$ cat src/rtl/memory_game_pkg.sv
// Shared types and constants for the card-matching game engine.
// Card faces, FSM states and the shuffle LFSR definition.
package memory_game_pkg;

  typedef enum logic [1:0] {
    FACE_DOWN = 2'd0,
    FACE_UP   = 2'd1,
    MATCHED   = 2'd2
  } card_state_t;

  typedef enum logic [2:0] {
    SHUFFLE,
    NONE_UP,
    ONE_UP,
    COMPARE,
    SHOW_MISMATCH,
    WIN
  } game_state_t;

  localparam logic [15:0] LFSR_SEED = 16'hACE1;
  // Taps 16,14,13,11 as bit positions 15,13,12,10.
  localparam logic [15:0] LFSR_TAPS = 16'hB400;

  function automatic logic [15:0] lfsr_next(input logic [15:0] s);
    return {s[14:0], ^(s & LFSR_TAPS)};
  endfunction

endpackage

$ cat src/rtl/memory_game_core_button_conditioner.sv
// Active-low button: 2-flop synchroniser, falling-edge pulse and
// optional auto-repeat while the button stays held.
module button_conditioner #(
  parameter bit REPEAT_EN    = 1'b0,
  parameter int REPEAT_TICKS = 2
) (
  input  logic clk_i,
  input  logic rst_i,
  input  logic btn_n_i,
  output logic press_o
);

  localparam int RW = (REPEAT_TICKS > 1) ? $clog2(REPEAT_TICKS) : 1;

  logic          s1_q, s2_q, edge_q;
  logic [RW-1:0] rep_q, rep_d;
  logic          fall, held, rep_fire;

  assign fall     = edge_q & ~s2_q;
  assign held     = ~edge_q & ~s2_q;
  assign rep_fire = REPEAT_EN && held && (rep_q == '0);
  assign press_o  = fall | rep_fire;

  // Counter is reloaded by every pulse so repeats are REPEAT_TICKS apart.
  always_comb begin
    rep_d = rep_q;
    if (fall || rep_fire) begin
      rep_d = RW'(REPEAT_TICKS - 1);
    end else if (held) begin
      rep_d = rep_q - 1'b1;
    end
  end

  always_ff @(posedge clk_i or posedge rst_i) begin
    if (rst_i) begin
      s1_q   <= 1'b1;
      s2_q   <= 1'b1;
      edge_q <= 1'b1;
      rep_q  <= '0;
    end else begin
      s1_q   <= btn_n_i;
      s2_q   <= s1_q;
      edge_q <= s2_q;
      rep_q  <= rep_d;
    end
  end

endmodule

$ cat src/rtl/memory_game_core.sv
// Card-matching game engine: shuffle, cursor, flip/compare sequencing
// and score counters, with a combinational card query port.
module memory_game_core
  import memory_game_pkg::*;
#(
  parameter int COLS           = 5,
  parameter int ROWS           = 4,
  parameter int REPEAT_TICKS   = 12_500_000,
  parameter int MISMATCH_TICKS = 50_000_000,
  parameter int MOVE_W         = 10,
  localparam int N      = COLS * ROWS,
  localparam int IDX_W  = (N > 1) ? $clog2(N) : 1,
  localparam int PAIR_W = (N > 2) ? $clog2(N / 2) : 1,
  localparam int PF_W   = $clog2(N / 2) + 1
) (
  input  logic              clock_50M,
  input  logic              reset,
  input  logic              select,
  input  logic              move_x,
  input  logic              move_y,
  input  logic [IDX_W-1:0]  query_idx,
  output logic [1:0]        query_state,
  output logic [PAIR_W-1:0] query_pair,
  output logic [IDX_W-1:0]  cursor_idx,
  output logic [MOVE_W-1:0] moves,
  output logic [PF_W-1:0]   pairs_found,
  output logic              game_over,
  output logic              busy
);

  localparam int CW = (COLS > 1) ? $clog2(COLS) : 1;
  localparam int RW = (ROWS > 1) ? $clog2(ROWS) : 1;
  localparam int TW = (MISMATCH_TICKS > 1) ? $clog2(MISMATCH_TICKS) : 1;

  game_state_t       state_q, state_d;
  card_state_t       card_q [N];
  card_state_t       card_d [N];
  logic [PAIR_W-1:0] pair_q [N];
  logic [PAIR_W-1:0] pair_d [N];
  logic [15:0]       lfsr_q;
  logic [CW-1:0]     col_q, col_d;
  logic [RW-1:0]     row_q, row_d;
  logic [IDX_W-1:0]  i_q, i_d;
  logic [IDX_W-1:0]  first_q, first_d;
  logic [IDX_W-1:0]  second_q, second_d;
  logic [IDX_W-1:0]  k;
  logic [MOVE_W-1:0] moves_q, moves_d;
  logic [PF_W-1:0]   pf_q, pf_d;
  logic [TW-1:0]     timer_q, timer_d;
  logic              sel_p, mx_p, my_p, sel_ok;

  button_conditioner #(.REPEAT_EN(1'b0), .REPEAT_TICKS(2)) u_sel (
    .clk_i(clock_50M), .rst_i(reset), .btn_n_i(select), .press_o(sel_p)
  );
  button_conditioner #(.REPEAT_EN(1'b1), .REPEAT_TICKS(REPEAT_TICKS)) u_mx (
    .clk_i(clock_50M), .rst_i(reset), .btn_n_i(move_x), .press_o(mx_p)
  );
  button_conditioner #(.REPEAT_EN(1'b1), .REPEAT_TICKS(REPEAT_TICKS)) u_my (
    .clk_i(clock_50M), .rst_i(reset), .btn_n_i(move_y), .press_o(my_p)
  );

  assign cursor_idx  = IDX_W'(int'(row_q) * COLS + int'(col_q));
  assign k           = IDX_W'((16'(lfsr_q[7:0]) * (16'(i_q) + 16'd1)) >> 8);
  assign sel_ok      = sel_p && (card_q[cursor_idx] == FACE_DOWN);
  assign query_state = (int'(query_idx) < N) ? card_q[query_idx] : FACE_DOWN;
  assign query_pair  = (int'(query_idx) < N) ? pair_q[query_idx] : '0;
  assign moves       = moves_q;
  assign pairs_found = pf_q;
  assign game_over   = (state_q == WIN);
  assign busy        = (state_q == SHUFFLE) || (state_q == SHOW_MISMATCH);

  always_comb begin
    state_d  = state_q;
    card_d   = card_q;
    pair_d   = pair_q;
    col_d    = col_q;
    row_d    = row_q;
    i_d      = i_q;
    first_d  = first_q;
    second_d = second_q;
    moves_d  = moves_q;
    pf_d     = pf_q;
    timer_d  = timer_q;
    if (mx_p) col_d = (col_q == CW'(COLS - 1)) ? '0 : col_q + 1'b1;
    if (my_p) row_d = (row_q == RW'(ROWS - 1)) ? '0 : row_q + 1'b1;
    unique case (state_q)
      SHUFFLE: begin
        pair_d[i_q] = pair_q[k];
        pair_d[k]   = pair_q[i_q];
        i_d         = i_q - 1'b1;
        if (i_q == IDX_W'(1)) state_d = NONE_UP;
      end
      NONE_UP: begin
        if (sel_ok) begin
          card_d[cursor_idx] = FACE_UP;
          first_d            = cursor_idx;
          state_d            = ONE_UP;
        end
      end
      ONE_UP: begin
        if (sel_ok) begin
          card_d[cursor_idx] = FACE_UP;
          second_d           = cursor_idx;
          if (moves_q != '1) moves_d = moves_q + 1'b1;
          state_d = COMPARE;
        end
      end
      COMPARE: begin
        if (pair_q[first_q] == pair_q[second_q]) begin
          card_d[first_q]  = MATCHED;
          card_d[second_q] = MATCHED;
          pf_d             = pf_q + 1'b1;
          state_d = (pf_d == PF_W'(N / 2)) ? WIN : NONE_UP;
        end else begin
          timer_d = TW'(MISMATCH_TICKS - 1);
          state_d = SHOW_MISMATCH;
        end
      end
      SHOW_MISMATCH: begin
        if (timer_q == '0) begin
          card_d[first_q]  = FACE_DOWN;
          card_d[second_q] = FACE_DOWN;
          state_d          = NONE_UP;
        end else begin
          timer_d = timer_q - 1'b1;
        end
      end
      WIN: begin
        // Restart in place; the LFSR keeps running for a fresh order.
        if (sel_p) begin
          moves_d = '0;
          pf_d    = '0;
          i_d     = IDX_W'(N - 1);
          for (int j = 0; j < N; j++) begin
            card_d[j] = FACE_DOWN;
            pair_d[j] = PAIR_W'(j >> 1);
          end
          state_d = SHUFFLE;
        end
      end
      default: state_d = SHUFFLE;
    endcase
  end

  always_ff @(posedge clock_50M or posedge reset) begin
    if (reset) begin
      state_q <= SHUFFLE;
      for (int j = 0; j < N; j++) begin
        card_q[j] <= FACE_DOWN;
        pair_q[j] <= PAIR_W'(j >> 1);
      end
      lfsr_q   <= LFSR_SEED;
      col_q    <= '0;
      row_q    <= '0;
      i_q      <= IDX_W'(N - 1);
      first_q  <= '0;
      second_q <= '0;
      moves_q  <= '0;
      pf_q     <= '0;
      timer_q  <= '0;
    end else begin
      state_q  <= state_d;
      card_q   <= card_d;
      pair_q   <= pair_d;
      lfsr_q   <= lfsr_next(lfsr_q);
      col_q    <= col_d;
      row_q    <= row_d;
      i_q      <= i_d;
      first_q  <= first_d;
      second_q <= second_d;
      moves_q  <= moves_d;
      pf_q     <= pf_d;
      timer_q  <= timer_d;
    end
  end

endmodule

$ cat config.mk
export PLATFORM = sky130hd
export DESIGN_NAME = memory_game_core
export DESIGN_NICKNAME = d
export VERILOG_FILES = /design/src/rtl/memory_game_pkg.sv /design/src/rtl/memory_game_core_button_conditioner.sv /design/src/rtl/memory_game_core.sv
export SDC_FILE = /design/constraint.sdc
export NUM_CORES = 1
export LEC_CHECK = 0
export ABC_CLOCK_PERIOD_IN_PS = 19800
export CAP_MARGIN = 10
export CORE_MARGIN = 1
export CORE_UTILIZATION = 30
export DETAILED_ROUTE_END_ITERATION = 8
export GPL_ROUTABILITY_DRIVEN = 0
export PLACE_DENSITY_LB_ADDON = 0.2
export SLEW_MARGIN = 15
export SYNTH_ARGS = -nofsm -noshare
export SYNTH_HDL_FRONTEND = slang
export SYNTH_SLANG_ARGS = --single-unit
$ cat constraint.sdc
create_clock -name clock_50M -period 19.8 [get_ports clock_50M]
set_clock_uncertainty 0.05 [all_clocks]
set_input_delay 3.96 -clock clock_50M [delete_from_list [all_inputs] [get_ports clock_50M]]
set_output_delay 3.96 -clock clock_50M [all_outputs]
set_load 0.01 [all_outputs]
==> flow_summary_export.csv <==
group,metric,value,unit
drt,routed_wl,64600,µm
worst_setup_path,cp.required,15.79,ns
worst_setup_path,crit_type,"in -> out",
global_routing,grt_max_degree,135,
sta,tightest_slew,1.21,ns
floorplanning,io_pins,38,
worst_hold_path,hold_path.class,"reg -> reg",
worst_setup_path,endpoint_kind,"output pin",
global_routing,groute.usage.overall,0.211,
clock_network,clk-insertion-delay-late,0.53,ns
power_and_ir_drop,p_leak,8.11,nW
synthesis,syn_inst,1888,
power_and_ir_drop,ir_drop,0.0668,mV
global_routing,grt_pass1_wl,98300,µm
placed_design,place_area,19200,µm²
placed_design,io_buffers,37,
worst_setup_path,slowest_stage,"mux4_2",
drt,drtAntennaViolNets,0,
sta,finalSetupViolations,0,
drt,wire_per_inst,24.1,µm
sta,whs,0.299,ns
synthesis,ys_ff_latch,257,
drt,dr_total_vias,16000,
final_layout,final_common_cell,"nand2_1",
clock_network,clockBufferDepth,3,
global_routing,antenna_found_initial,1,
sta,finalMaxSlewViolations,0,
power_and_ir_drop,power_density,136,nW/µm²
sta,fin_crit,10.30,ns
sta,hold_viol,0,
worst_setup_path,cpPeakStageDelay,0.57,ns
worst_setup_path,path_delay_family,"buffers and inverters",
synthesis,syn-num-nets,1959,
final_layout,drive_above_1_share,0.151,
final_layout,final_cells,2685,
drt,drt_first_pass_iters,9,
synthesis,yosysWarnings,0,
synthesis,avgSynthCellArea,9.59,µm²
worst_setup_path,path_buf_inv,3,
synthesis,ys.flop_type,"dfrtp_1",
clock_network,cts-resized-gates,0,
synthesis,async_reset_ff_frac,1.00,
clock_network,htreeDepth,2,
clock_network,cts_buffers,34,
sta,rsz0062_at_grt,"false",
sta,tns,0,ns
worst_setup_path,worst-path-max-fanout,30,
floorplanning,die_area,61300,µm²
placed_design,post-place-cells,2623,
synthesis,synth_area,18100,µm²
floorplanning,start_util,0.305,
synthesis,synth-seq-area-share,0.359,
worst_setup_path,setup.worst_path.start_class,"input pin",
final_layout,layout_common_cells,"nand2_1 (238), dfrtp_1 (207), nor2_1 (161), o21ai_0 (118), mux4_2 (98)",
drt,drtIter0Drc,1998,
outcome,status,"complete, but fails checks",
run,cap_violations,0,
floorplanning,die_x,248,µm
final_layout,fin_area,20300,µm²
clock_network,post-cts-setup-buffers,0,
outcome,violations,"design-rule violations",
clock_network,cts_tree,"done",
synthesis,synth_edf_count,0,
worst_setup_path,crit_top_cell,"clkdlybuf4s50_1",
clock_network,path_clk_slew,0.06,ns
clock_network,ctsHoldBuffers,0,
synthesis,yosysUniqueCellTypes,93,
drt,vias_per_cell,5.98,
placed_design,hpwl,45500,µm
worst_setup_path,cp.arrival,6.29,ns
floorplanning,die_height,248,µm
sta,fmax,97.1,MHz
final_layout,areaGrowthSynthToFinish,12.4,%
floorplanning,rows,89,
sta,period_share,0.520,
worst_setup_path,crit_chain,"clkdlybuf4s50_1 > buf_4 > mux4_2 > mux2i_1 > nor2_1 > a21oi_1 > o21ai_0 > clkdlybuf4s50_1",
sta,max_slew_margin,0.195,
drt,drc,5,
clock_network,clock-sinks,257,
global_routing,grt_pass1_vias,15500,
global_routing,grt_overflow,0,
floorplanning,design.core.area,59400,µm²
final_layout,finalNetCount,1957,
power_and_ir_drop,p_total,2.77,mW
clock_network,clockRootBuffer,"clkbuf_16",
==> metrics by stage <==
stage,worst slack [ns],util
finish,9.50,0.343
global route,9.35,0.343
CTS,9.48,0.343
detailed placement,9.49,0.323
global placement,9.55,0.323
floorplan,8.80,-
==> area by class of cell <==
class | instances | area [µm²]
repair buffers | 60 | 538
clock inverters | 11 | 134
clock buffers | 50 | 1010
diodes | 1 | 2.50
inverters | 93 | 357
fillers | 6042 | 39000
well taps | 773 | 967
flip-flops and latches | 257 | 6490
multi-input cells | 1440 | 10800
==> where the power goes <==
group / internal, mW / switching (mW)
Combinational: 0.461 / 0.763
Sequential: 0.663 / 0.243
Clock: 0.393 / 0.244
==> final timing paths <==
check | startpoint | to | slack [ns] | cells past startpoint
setup / recovery | query_idx[1] | query_state[1] | 9.50 | 8
hold / removal | lfsr_q[14] | lfsr_q[15] | 0.30 | 0
setup reg to reg | i_q[1] | pair_q[46] | 11.51 | 19
hold reg to reg | lfsr_q[14] | lfsr_q[15] | 0.30 | 0
max in group asynchronous | reset | pair_q[5] | 14.09 | 3
min in group asynchronous | reset | card_q[10] | 3.99 | 2
==> cell families (layout without fill, tap and decap cells) <==
kind of cell / after synthesis / in the layout / share of synthesized area
buf+inv: 191 / 214 / 0.0435
compound gates: 448 / 448 / 0.169
mux: 146 / 146 / 0.149
simple gates: 710 / 710 / 0.189
xor+xnor: 75 / 75 / 0.0381
other cells: 0 / 1 / 0
flops: 257 / 257 / 0.359
fa+ha+maj: 61 / 61 / 0.0521
==> flip-flops by register name (all words and copies together) (netlist names), 2 cells and up <==
signal	cells
pair_q	80
card_q	40
timer_q	26
u_mx.rep_q	24
u_my.rep_q	24
lfsr_q	16
moves	10
first_q	5
i_q	5
pairs_found	5
second_q	5
col_q	3
state_q	3
row_q	2
==> synth_stat cells, types with 21 or more instances <==
cell	number	area (µm²)
a21oi_1	62	310
dfstp_2	50	1310
dfrtp_1	207	5180
o21ai_0	118	591
fa_1	24	480
o22ai_1	21	131
xnor2_1	44	385
o21ai_1	22	110
and3_1	22	138
nand3_1	52	260
nor3_1	53	265
mux2i_1	38	380
and2_1	42	263
clkbuf_1	55	206
nor2_1	162	608
a31oi_1	22	138
nand2_1	238	893
ha_1	37	463
inv_1	90	338
o221ai_1	31	272
nor2b_1	24	150
buf_2	21	105
mux4_2	98	2210
xor2_1	28	245
==> layer usage <==
| layer | part of all wire | global-route usage | wire [µm] | vias to the layer above |
|---|---|---|---|---|
| li1 | - | - | - | 6972 |
| met1 | 0.42 | 0.286 | 26900 | 7950 |
| met2 | 0.43 | 0.320 | 28100 | 899 |
| met3 | 0.10 | 0.0450 | 6450 | 224 |
| met4 | 0.049 | 0.0971 | 3160 | 0 |
| met5 | 0 | 0 | 0 | - |
Note: power is estimated with default switching activity, not from simulation.
